### config.mk
export PLATFORM = sky130hd
export DESIGN_NAME = miso_phase_calibrator
export DESIGN_NICKNAME = d
export VERILOG_FILES = /design/src/rtl/miso_phase_calibrator.sv
export SDC_FILE = /design/constraint.sdc
export NUM_CORES = 1
export LEC_CHECK = 0
export BUFFER_PORTS_ARGS = -buffer_cell sky130_fd_sc_hd__buf_2
export CORE_MARGIN = 4
export CORE_UTILIZATION = 40
export CTS_CLUSTER_DIAMETER = 120
export DETAILED_ROUTE_END_ITERATION = 12
export PLACE_DENSITY_LB_ADDON = 0.12
export SLEW_MARGIN = 20
export SYNTH_ARGS = -nofsm -noshare
export SYNTH_HDL_FRONTEND = slang
export SYNTH_SLANG_ARGS = --single-unit
### constraint.sdc
create_clock -name i_dataclk -period 8.4 [get_ports i_dataclk]
set_clock_uncertainty 0.2 [all_clocks]
set_input_delay 0.84 -clock i_dataclk [delete_from_list [all_inputs] [get_ports i_dataclk]]
set_output_delay 0.84 -clock i_dataclk [all_outputs]
set_load 0.01 [all_outputs]
### src/rtl/miso_phase_calibrator.sv
// Purpose : sweeps the MISO sampling phase, test-reads a known word at each lag, and
//           parks phase_select in the middle of the longest run of passing phases.
// Latency : one calibration takes about NUM_PHASES*(SETTLE + TRIALS*(handshake+reply+2))
//           cycles plus NUM_PHASES search cycles. done pulses once, in the FINISH cycle.
// Backpr. : cmd_req is held until cmd_ack. A missing rx_valid is bounded by TIMEOUT_CYCLES.
// Ports   : i_dataclk/i_reset       clock, synchronous active-high reset
//           i_start                 begin a calibration (accepted in IDLE only)
//           i_phase_wr/i_phase_in   manual phase load in IDLE, clamped to NUM_PHASES-1
//           o_cmd_req/i_cmd_ack     read request handshake with the SPI sequencer
//           i_rx_valid/i_rx_word    returned MISO word from the phase selector
//           o_phase_select          current phase lag
//           o_busy/o_done           activity flag and end-of-calibration pulse
//           o_pass_map/o_best_phase/o_cal_ok  results; these hold until the next start
module miso_phase_calibrator #(
   parameter int          NUM_PHASES     = 12,
   parameter int          TRIALS         = 4,
   parameter logic [15:0] EXPECTED_WORD  = 16'h0049,
   parameter int          SETTLE_CYCLES  = 8,
   parameter int          TIMEOUT_CYCLES = 255
) (
   input  logic                  i_dataclk,
   input  logic                  i_reset,
   input  logic                  i_start,
   input  logic                  i_phase_wr,
   input  logic [3:0]            i_phase_in,
   output logic                  o_cmd_req,
   input  logic                  i_cmd_ack,
   input  logic                  i_rx_valid,
   input  logic [15:0]           i_rx_word,
   output logic [3:0]            o_phase_select,
   output logic                  o_busy,
   output logic                  o_done,
   output logic [NUM_PHASES-1:0] o_pass_map,
   output logic [3:0]            o_best_phase,
   output logic                  o_cal_ok
);

   localparam int         SW         = $clog2(SETTLE_CYCLES + 1);
   localparam int         TW         = $clog2(TRIALS + 1);
   localparam int         OW         = $clog2(TIMEOUT_CYCLES + 1);
   localparam int         LW         = $clog2(NUM_PHASES + 1);
   localparam logic [3:0] LAST_PHASE = 4'(NUM_PHASES - 1);

   typedef enum logic [2:0] {
      S_IDLE,
      S_SETTLE,
      S_REQ,
      S_WAIT,
      S_EVAL,
      S_SEARCH,
      S_FINISH
   } state_t;

   state_t                r_state;
   logic [3:0]            r_phase_select;
   logic [3:0]            r_saved_phase;
   logic [NUM_PHASES-1:0] r_pass_map;
   logic [3:0]            r_best_phase;
   logic                  r_cal_ok;
   logic                  r_busy;
   logic                  r_done;
   logic                  r_cmd_req;
   logic                  r_match;
   logic [SW-1:0]         r_settle_cnt;
   logic [TW-1:0]         r_trial_cnt;
   logic [OW-1:0]         r_timeout_cnt;
   logic [3:0]            r_search_idx;
   logic [3:0]            r_cur_start;
   logic [LW-1:0]         r_cur_len;
   logic [3:0]            r_best_start;
   logic [LW-1:0]         r_best_len;

   logic                  w_bit;
   logic [LW-1:0]         w_run_len;
   logic [3:0]            w_run_start;
   logic [LW-1:0]         w_fin_len;
   logic [3:0]            w_fin_start;
   logic [LW-1:0]         w_half;
   logic [3:0]            w_best;
   logic [TW-1:0]         w_trial_next;

   // Run tracking for the current search step, including the bit being scanned,
   // so the final cycle can produce the result without an extra pipeline stage.
   // A strictly longer run replaces the best one, which keeps the lowest start on ties.
   always_comb begin
      w_bit        = r_pass_map[r_search_idx];
      w_run_len    = w_bit ? (r_cur_len + LW'(1)) : '0;
      w_run_start  = (r_cur_len == '0) ? r_search_idx : r_cur_start;
      w_fin_len    = r_best_len;
      w_fin_start  = r_best_start;
      if (w_bit && (w_run_len > r_best_len)) begin
         w_fin_len   = w_run_len;
         w_fin_start = w_run_start;
      end
      w_half       = (w_fin_len - LW'(1)) >> 1;
      w_best       = w_fin_start + 4'(w_half);
      w_trial_next = r_trial_cnt + TW'(1);
   end

   always_ff @(posedge i_dataclk) begin
      if (i_reset) begin
         r_state        <= S_IDLE;
         r_phase_select <= '0;
         r_saved_phase  <= '0;
         r_pass_map     <= '0;
         r_best_phase   <= '0;
         r_cal_ok       <= 1'b0;
         r_busy         <= 1'b0;
         r_done         <= 1'b0;
         r_cmd_req      <= 1'b0;
         r_match        <= 1'b0;
         r_settle_cnt   <= '0;
         r_trial_cnt    <= '0;
         r_timeout_cnt  <= '0;
         r_search_idx   <= '0;
         r_cur_start    <= '0;
         r_cur_len      <= '0;
         r_best_start   <= '0;
         r_best_len     <= '0;
      end else begin
         r_done <= 1'b0;
         case (r_state)
            S_IDLE: begin
               if (i_start) begin
                  r_saved_phase  <= r_phase_select;
                  r_pass_map     <= '0;
                  r_phase_select <= '0;
                  r_trial_cnt    <= '0;
                  r_settle_cnt   <= '0;
                  r_busy         <= 1'b1;
                  r_state        <= S_SETTLE;
               end else if (i_phase_wr) begin
                  r_phase_select <= (i_phase_in > LAST_PHASE) ? LAST_PHASE : i_phase_in;
               end
            end

            S_SETTLE: begin
               if (r_settle_cnt == SW'(SETTLE_CYCLES - 1)) begin
                  r_settle_cnt <= '0;
                  r_cmd_req    <= 1'b1;
                  r_state      <= S_REQ;
               end else begin
                  r_settle_cnt <= r_settle_cnt + SW'(1);
               end
            end

            S_REQ: begin
               if (i_cmd_ack) begin
                  r_cmd_req     <= 1'b0;
                  r_timeout_cnt <= '0;
                  r_state       <= S_WAIT;
               end
            end

            S_WAIT: begin
               if (i_rx_valid) begin
                  r_match <= (i_rx_word == EXPECTED_WORD);
                  r_state <= S_EVAL;
               end else if (r_timeout_cnt == OW'(TIMEOUT_CYCLES - 1)) begin
                  r_match <= 1'b0;
                  r_state <= S_EVAL;
               end else begin
                  r_timeout_cnt <= r_timeout_cnt + OW'(1);
               end
            end

            S_EVAL: begin
               if (r_match && (w_trial_next < TW'(TRIALS))) begin
                  // Further trials at the same phase go straight back to REQ; the
                  // selector has not moved, so no settling is needed.
                  r_trial_cnt <= w_trial_next;
                  r_cmd_req   <= 1'b1;
                  r_state     <= S_REQ;
               end else begin
                  // Either the last trial matched or any trial missed: phase is done.
                  if (r_match) begin
                     r_pass_map[r_phase_select] <= 1'b1;
                  end
                  r_trial_cnt <= '0;
                  if (r_phase_select < LAST_PHASE) begin
                     r_phase_select <= r_phase_select + 4'd1;
                     r_settle_cnt   <= '0;
                     r_state        <= S_SETTLE;
                  end else begin
                     r_search_idx <= '0;
                     r_cur_start  <= '0;
                     r_cur_len    <= '0;
                     r_best_start <= '0;
                     r_best_len   <= '0;
                     r_state      <= S_SEARCH;
                  end
               end
            end

            S_SEARCH: begin
               r_cur_len    <= w_run_len;
               r_cur_start  <= w_run_start;
               r_best_len   <= w_fin_len;
               r_best_start <= w_fin_start;
               if (r_search_idx == LAST_PHASE) begin
                  // Results are registered on entry to FINISH so that they are
                  // already valid in the cycle where done is high.
                  if (w_fin_len != '0) begin
                     r_cal_ok       <= 1'b1;
                     r_best_phase   <= w_best;
                     r_phase_select <= w_best;
                  end else begin
                     r_cal_ok       <= 1'b0;
                     r_best_phase   <= '0;
                     r_phase_select <= r_saved_phase;
                  end
                  r_done  <= 1'b1;
                  r_state <= S_FINISH;
               end else begin
                  r_search_idx <= r_search_idx + 4'd1;
               end
            end

            S_FINISH: begin
               r_busy  <= 1'b0;
               r_state <= S_IDLE;
            end

            default: begin
               r_busy  <= 1'b0;
               r_state <= S_IDLE;
            end
         endcase
      end
   end

   assign o_cmd_req      = r_cmd_req;
   assign o_phase_select = r_phase_select;
   assign o_busy         = r_busy;
   assign o_done         = r_done;
   assign o_pass_map     = r_pass_map;
   assign o_best_phase   = r_best_phase;
   assign o_cal_ok       = r_cal_ok;

endmodule

# Yosys cells after proc, flatten, opt, wreduce, memory -nomap -nowiden
# Cells that the tools add are included.
[word_totals]
reg_bits = 67
latchBits = 0
ram_bits = 0
romBits = 0
inputBits = 26
out_inout_bits = 24
elab_cells = 147
n_memories = 0
[op_classes]
addsub = 8
mul = 0
div = 0
magnitude_cmp = 7
eq_ne = 23
shift = 0
muxes = 60
bitwise = 3
reduce_logical = 28
[op_table]
columns = ["cell", "count"]
rows = [
  ["4-bit two-way mux", 19],
  ["4-bit case mux with 2 select lines", 5],
  ["12-bit two-way mux", 3],
  ["3-bit two-way mux", 10],
  ["8-bit two-way mux", 3],
  ["2-bit inequality test (second input constant)", 12],
  ["12-bit case mux with 2 select lines", 1],
  ["4-bit case mux with 3 select lines", 2],
  ["4-bit AND reduction", 5],
  ["3-bit case mux with 6 select lines", 1],
  ["4-bit by 1-bit adder with 4-bit output (second input constant)", 4],
  ["16-bit by 7-bit equality test with 1-bit output (second input constant)", 1],
  ["8-bit case mux with 2 select lines", 1],
  ["12-bit OR", 1],
  ["4-bit by 5-bit < comparator with 1-bit output (second input constant)", 2],
  ["1-bit two-way mux", 10],
  ["2-bit AND reduction", 5],
  ["5-bit AND reduction", 2],
  ["3-bit nonzero test", 3],
  ["8-bit by 1-bit adder with 8-bit output (second input constant)", 1],
  ["8-bit equality test (second input constant)", 1],
  ["2-bit nonzero test", 4],
  ["3-bit by 2-bit equality test with 1-bit output (second input constant)", 2],
  ["3-bit equality test (second input constant)", 2],
  ["25 further kinds", 29],
]

# Logic depth before layout (Yosys ltp)
[depth]
depth_word = 11
mapped_depth = 22
ltp_nobuf = 20

# Worst setup path after synthesis
# Ideal clock, no wire load.
[synth_timing]
kind = "register to register"
start = "reg r_search_idx[0]"
end = "reg r_phase_select[3], in the netlist o_phase_select[3]"
setup_time_ns = 0.123
t_arrival_ns = 4.795
t_required_ns = 8.077
path_slack_ns = 3.282
stages_incl_launch_ff = 23
n_path_buf = 2
period_less_slack_ns = 5.118
path_cell_list = "dfxtp_1 buf_6 mux4_2 or2_1 a31oi_2 or2_2 ha_1 or2b_2 a211o_2 and4b_4 nor4_4 nor2_1 clkbuf_1 o21ai_0 ha_1 xnor2_1 ha_1 a21o_1 a21oi_1 xor2_1 a211oi_1 a311oi_1 a21oi_1"
[synth_between]
elab_chain_cells = 11
elab_cells_between_ends = 17
classes_between = "add/sub (2); order compare (1); eq/ne (2); mux (9); reduce/logical (3)"
[synth_rtl]
columns = ["item", "line_no", "rtl"]
rows = [
  ["start, declared", "67", "logic [3:0] r_search_idx;"],
  ["start signal, assigned", "215", "r_search_idx <= r_search_idx + 4'd1;"],
  ["1-bit binary-select mux with 4-bit select", "86", "w_bit = r_pass_map[r_search_idx];"],
  ["1-bit two-way mux (implied by the code)", "86", ""],
  ["4-bit two-way mux", "87", "w_run_len = w_bit ? (r_cur_len + LW'(1)) : '0;"],
  ["4-bit > comparator", "91", "if (w_bit && (w_run_len > r_best_len)) begin"],
  ["1-bit logical AND", "91", ""],
  ["4-bit two-way mux", "91", ""],
  ["4-bit by 1-bit subtractor with 4-bit output", "95", "w_half = (w_fin_len - LW'(1)) >> 1;"],
  ["4-bit by 3-bit adder with 4-bit output", "96", "w_best = w_fin_start + 4'(w_half);"],
  ["4-bit two-way mux", "203", "if (w_fin_len != '0) begin"],
  ["4-bit two-way mux", "200", "if (r_search_idx == LAST_PHASE) begin"],
  ["4-bit case mux with 3 select lines", "122", "case (r_state)"],
  ["end signal, assigned", "133", "r_phase_select <= (i_phase_in > LAST_PHASE) ? LAST_PHASE : i_phase_in;"],
  ["end signal, assigned", "206", "r_phase_select <= w_best;"],
  ["end signal, assigned", "210", "r_phase_select <= r_saved_phase;"],
  ["end, declared", "55", "logic [3:0] r_phase_select;"],
]
# Several ways; a longest one is shown, not always the timed one. The select of a mux whose other input is x is not followed.
# A chain may end at the register's enable or synchronous reset.

# Final worst setup path
[layout_timing]
start = "reg r_search_idx[2]"
end = "reg r_phase_select[3], in the netlist o_phase_select[3]"
# The elaborated chain is that of the path after synthesis.

==> flow_summary.toml <==
[sta]
fin_setup_tns_ns = 0
tightest_slew_ns = 1.06
hold_viol_final = 0
fmax_mhz = 174
rsz0062_at_grt = "no"
min_period_over_period = 0.685
setup_viol = 0
max_slew_margin = 0.294
drv_slew = 0
period_needed_ns = 5.75
timing.hold.ws_ns = 0.254

[logic_synthesis]
ys.flop_type = "dfxtp_1"
syn-cell-area_sq_um = 3840
synth_cell_types = 63
synth_cells = 475
syn-num-nets = 519
seq_area_frac_synth = 0.350
ys_ff_latch = 67
ys_async_sr_fraction = 0
synth_warnings = 0
synth_area_per_cell_sq_um = 8.08
synth-edff-count = 0

[floorplan]
fp.coreArea_sq_um = 9280
start_util = 0.413
die_height_um = 106
num_io_pins = 50
die_area_sq_um = 11200
die_w_um = 106
fp-row-count = 35

[drt]
wire_per_inst_um = 15.6
vias_per_cell = 5.52
drc = 0
drt_wl_total_um = 10100
ant_nets = 0
vias = 3576
dr.pass1.iters = 5
drt_iter0_drc = 274

[worst_hold_path]
min_to = "o_best_phase[0]"
min_from = "o_best_phase[0]"
hold_path.class = "register to register"
hold_depth = 2

[clocking]
cts-resized-gates = 0
postCtsHoldBufs = 0
cts_tree = "built"
clock_latency_ns = 0.35
clock_sinks = 67
clk_pin_slew_ns = 0.08
cts_buffer_depth = 2
post_cts_buffers = 0
cts_htree_levels = 3
numCtsBuffers = 9
clockRootBuffer = "clkbuf_8"

[pwr]
p_per_area_nw_per_um2 = 206
leakagePower_nw = 1.65
vdd_drop_max_mv = 0.0865

[grt]
grt_max_degree = 45
antenna_found_initial = 0
grt_pass1_vias = 3436
grt_pass1_wl_um = 17100
grt-ovfl-total = 0
grt_usage = 0.189

[setup_path]
r2r-start = "r_search_idx[2]"
rrSetupSlack_ns = 2.65
worstSetupPathType = "register to register"
crit_arrival_ns = 5.78
critPathLaunchType = "register"
r2r-end = "o_phase_select[3]"
critPathCaptureType = "register"
crit_path_start = "r_search_idx[2]"
path_max_fanout = 13
reg2reg_depth = 20
critPathRequiredTime_ns = 8.43

[finish]
syn_to_final_growth_pct = 13.6
fillCellCount = 986
drive_above_1_share = 0.158
antenna_cells = 0
multi_input_area_sq_um = 2340
utilization = 0.470
nNetsFinal = 558
instances_no_fill = 648
stdcell_area_sq_um = 4360
register_area_sq_um = 1340

[place]
dp.cells = 632
port_buffers = 49
gp_congestion = 0.814
place_hpwl_um = 7420
postPlaceCellArea_sq_um = 4140

[status]
run_status = "finished, final reports clean"

[flow_run]
cap_viol_max_count = 0
synth_stat cells, types with 2 or more instances:
library cell	n	share of area
a21oi_1	52	0.068
and2_1	7	0.011
a32oi_1	2	0.0046
buf_6	3	0.0088
nor2b_1	2	0.0033
and3_1	2	0.0033
ha_1	17	0.055
nand3b_1	5	0.0098
nand2_1	35	0.034
inv_1	13	0.013
or3_1	6	0.0098
a22oi_1	8	0.016
nor3_1	14	0.018
a21o_2	2	0.0046
xnor2_1	10	0.023
nor4_1	12	0.020
clkbuf_1	14	0.014
nand2b_1	4	0.0065
a31oi_1	5	0.0082
nand4_1	8	0.013
nor2_1	69	0.067
nand3_1	17	0.022
buf_1	2	0.0020
o211ai_1	6	0.012
o31ai_1	2	0.0039
mux2i_1	11	0.029
o22ai_1	2	0.0033
a311oi_1	3	0.0068
nor3b_1	2	0.0039
xor2_1	8	0.018
a21o_1	5	0.0098
or2_2	2	0.0033
o21a_1	4	0.0078
o21ai_0	21	0.027
dfxtp_1	67	0.35
a211oi_1	6	0.012
per-layer routing:
layer / GRT usage / routed length [um] / vias up
li1: - / - / 1797
met1: 0.263 / 4870 / 1667
met2: 0.289 / 4520 / 97
met3: 0.0419 / 506 / 15
met4: 0.0601 / 187 / 0
met5: 0 / 0 / -
metrics by stage:
step                      setup slack, ns  power, mW
final                                2.65      0.896
after global routing                 2.14      0.953
after CTS                            2.66      0.904
after global placement               2.84      0.600
after floorplan                      3.28      0.534
after detailed placement             2.70      0.602
state kept, by name, summed over array words and instances, names as in the netlist:
register,flops
o_best_phase,4
o_busy,1
o_cal_ok,1
o_cmd_req,1
o_done,1
o_pass_map,12
o_phase_select,4
r_best_len,4
r_best_start,4
r_cur_len,4
r_cur_start,4
r_match,1
r_saved_phase,4
r_search_idx,4
r_settle_cnt,4
r_state,3
r_timeout_cnt,8
r_trial_cnt,3
critical path, stage by stage, from the launching register on:
cell	delay [ns]
dfxtp_1	0.53
mux2i_1	0.14
a31oi_1	0.26
a31oi_2	0.23
or2_2	0.35
ha_1	0.19
or2b_2	0.30
a211o_2	0.34
and4b_4	0.35
nor4_4	0.07
nor2_1	0.63
o21ai_0	0.17
ha_1	0.25
xnor2_1	0.28
ha_1	0.29
a21o_1	0.16
a21oi_1	0.24
xor2_1	0.17
a211oi_1	0.08
a311oi_1	0.30
a21oi_1	0.10
worst max path at each step:
stage | end | slack, ns | depth (start not counted)
2_1_floorplan | o_phase_select[3] | 3.28 | 22
3_3_place_gp | o_best_phase[3] | 2.84 | 20
3_5_place_dp | o_best_phase[3] | 2.70 | 20
4_1_cts | o_best_phase[3] | 2.66 | 20
5_1_grt | o_best_phase[3] | 2.14 | 20
6_report | o_phase_select[3] | 2.65 | 20
power by group:
part | total [mW] | internal [mW] | switching, mW
logic | 0.213 | 0.0838 | 0.129
clock network | 0.300 | 0.168 | 0.132
registers | 0.383 | 0.340 | 0.0432
placed cells by master, fill, tap and decap left out, types with 9 or more instances in the layout:
| master | count |
|---|---|
| nor4_1 | 12 |
| nor2_1 | 69 |
| ha_1 | 17 |
| clkbuf_8 | 9 |
| mux2i_1 | 11 |
| nand2_1 | 35 |
| dfxtp_1 | 67 |
| a21oi_1 | 52 |
| o21ai_0 | 21 |
| nand3_1 | 17 |
| xnor2_1 | 10 |
| buf_2 | 49 |
| nor3_1 | 14 |
| inv_1 | 13 |
final cells by class:
| type | count | share of cell area |
|---|---|---|
| Tap cell | 129 | 0.0370 |
| Sequential cell | 67 | 0.308 |
| Timing Repair Buffer | 50 | 0.0580 |
| Inverter | 13 | 0.0112 |
| Clock buffer | 10 | 0.0293 |
| Clock inverter | 6 | 0.0207 |
| Multi-Input combinational cell | 373 | 0.536 |
cell families (layout without fill, tap and decap cells):
group / Yosys count / in the layout / synth area share
compound gates: 129 / 129 / 0.210
xor+xnor: 18 / 18 / 0.0411
fa+ha+maj: 18 / 18 / 0.0606
buf+inv: 35 / 79 / 0.0440
flops: 67 / 67 / 0.350
mux: 13 / 13 / 0.0414
simple gates: 195 / 195 / 0.253
Power figures use the tool's default switching activity.
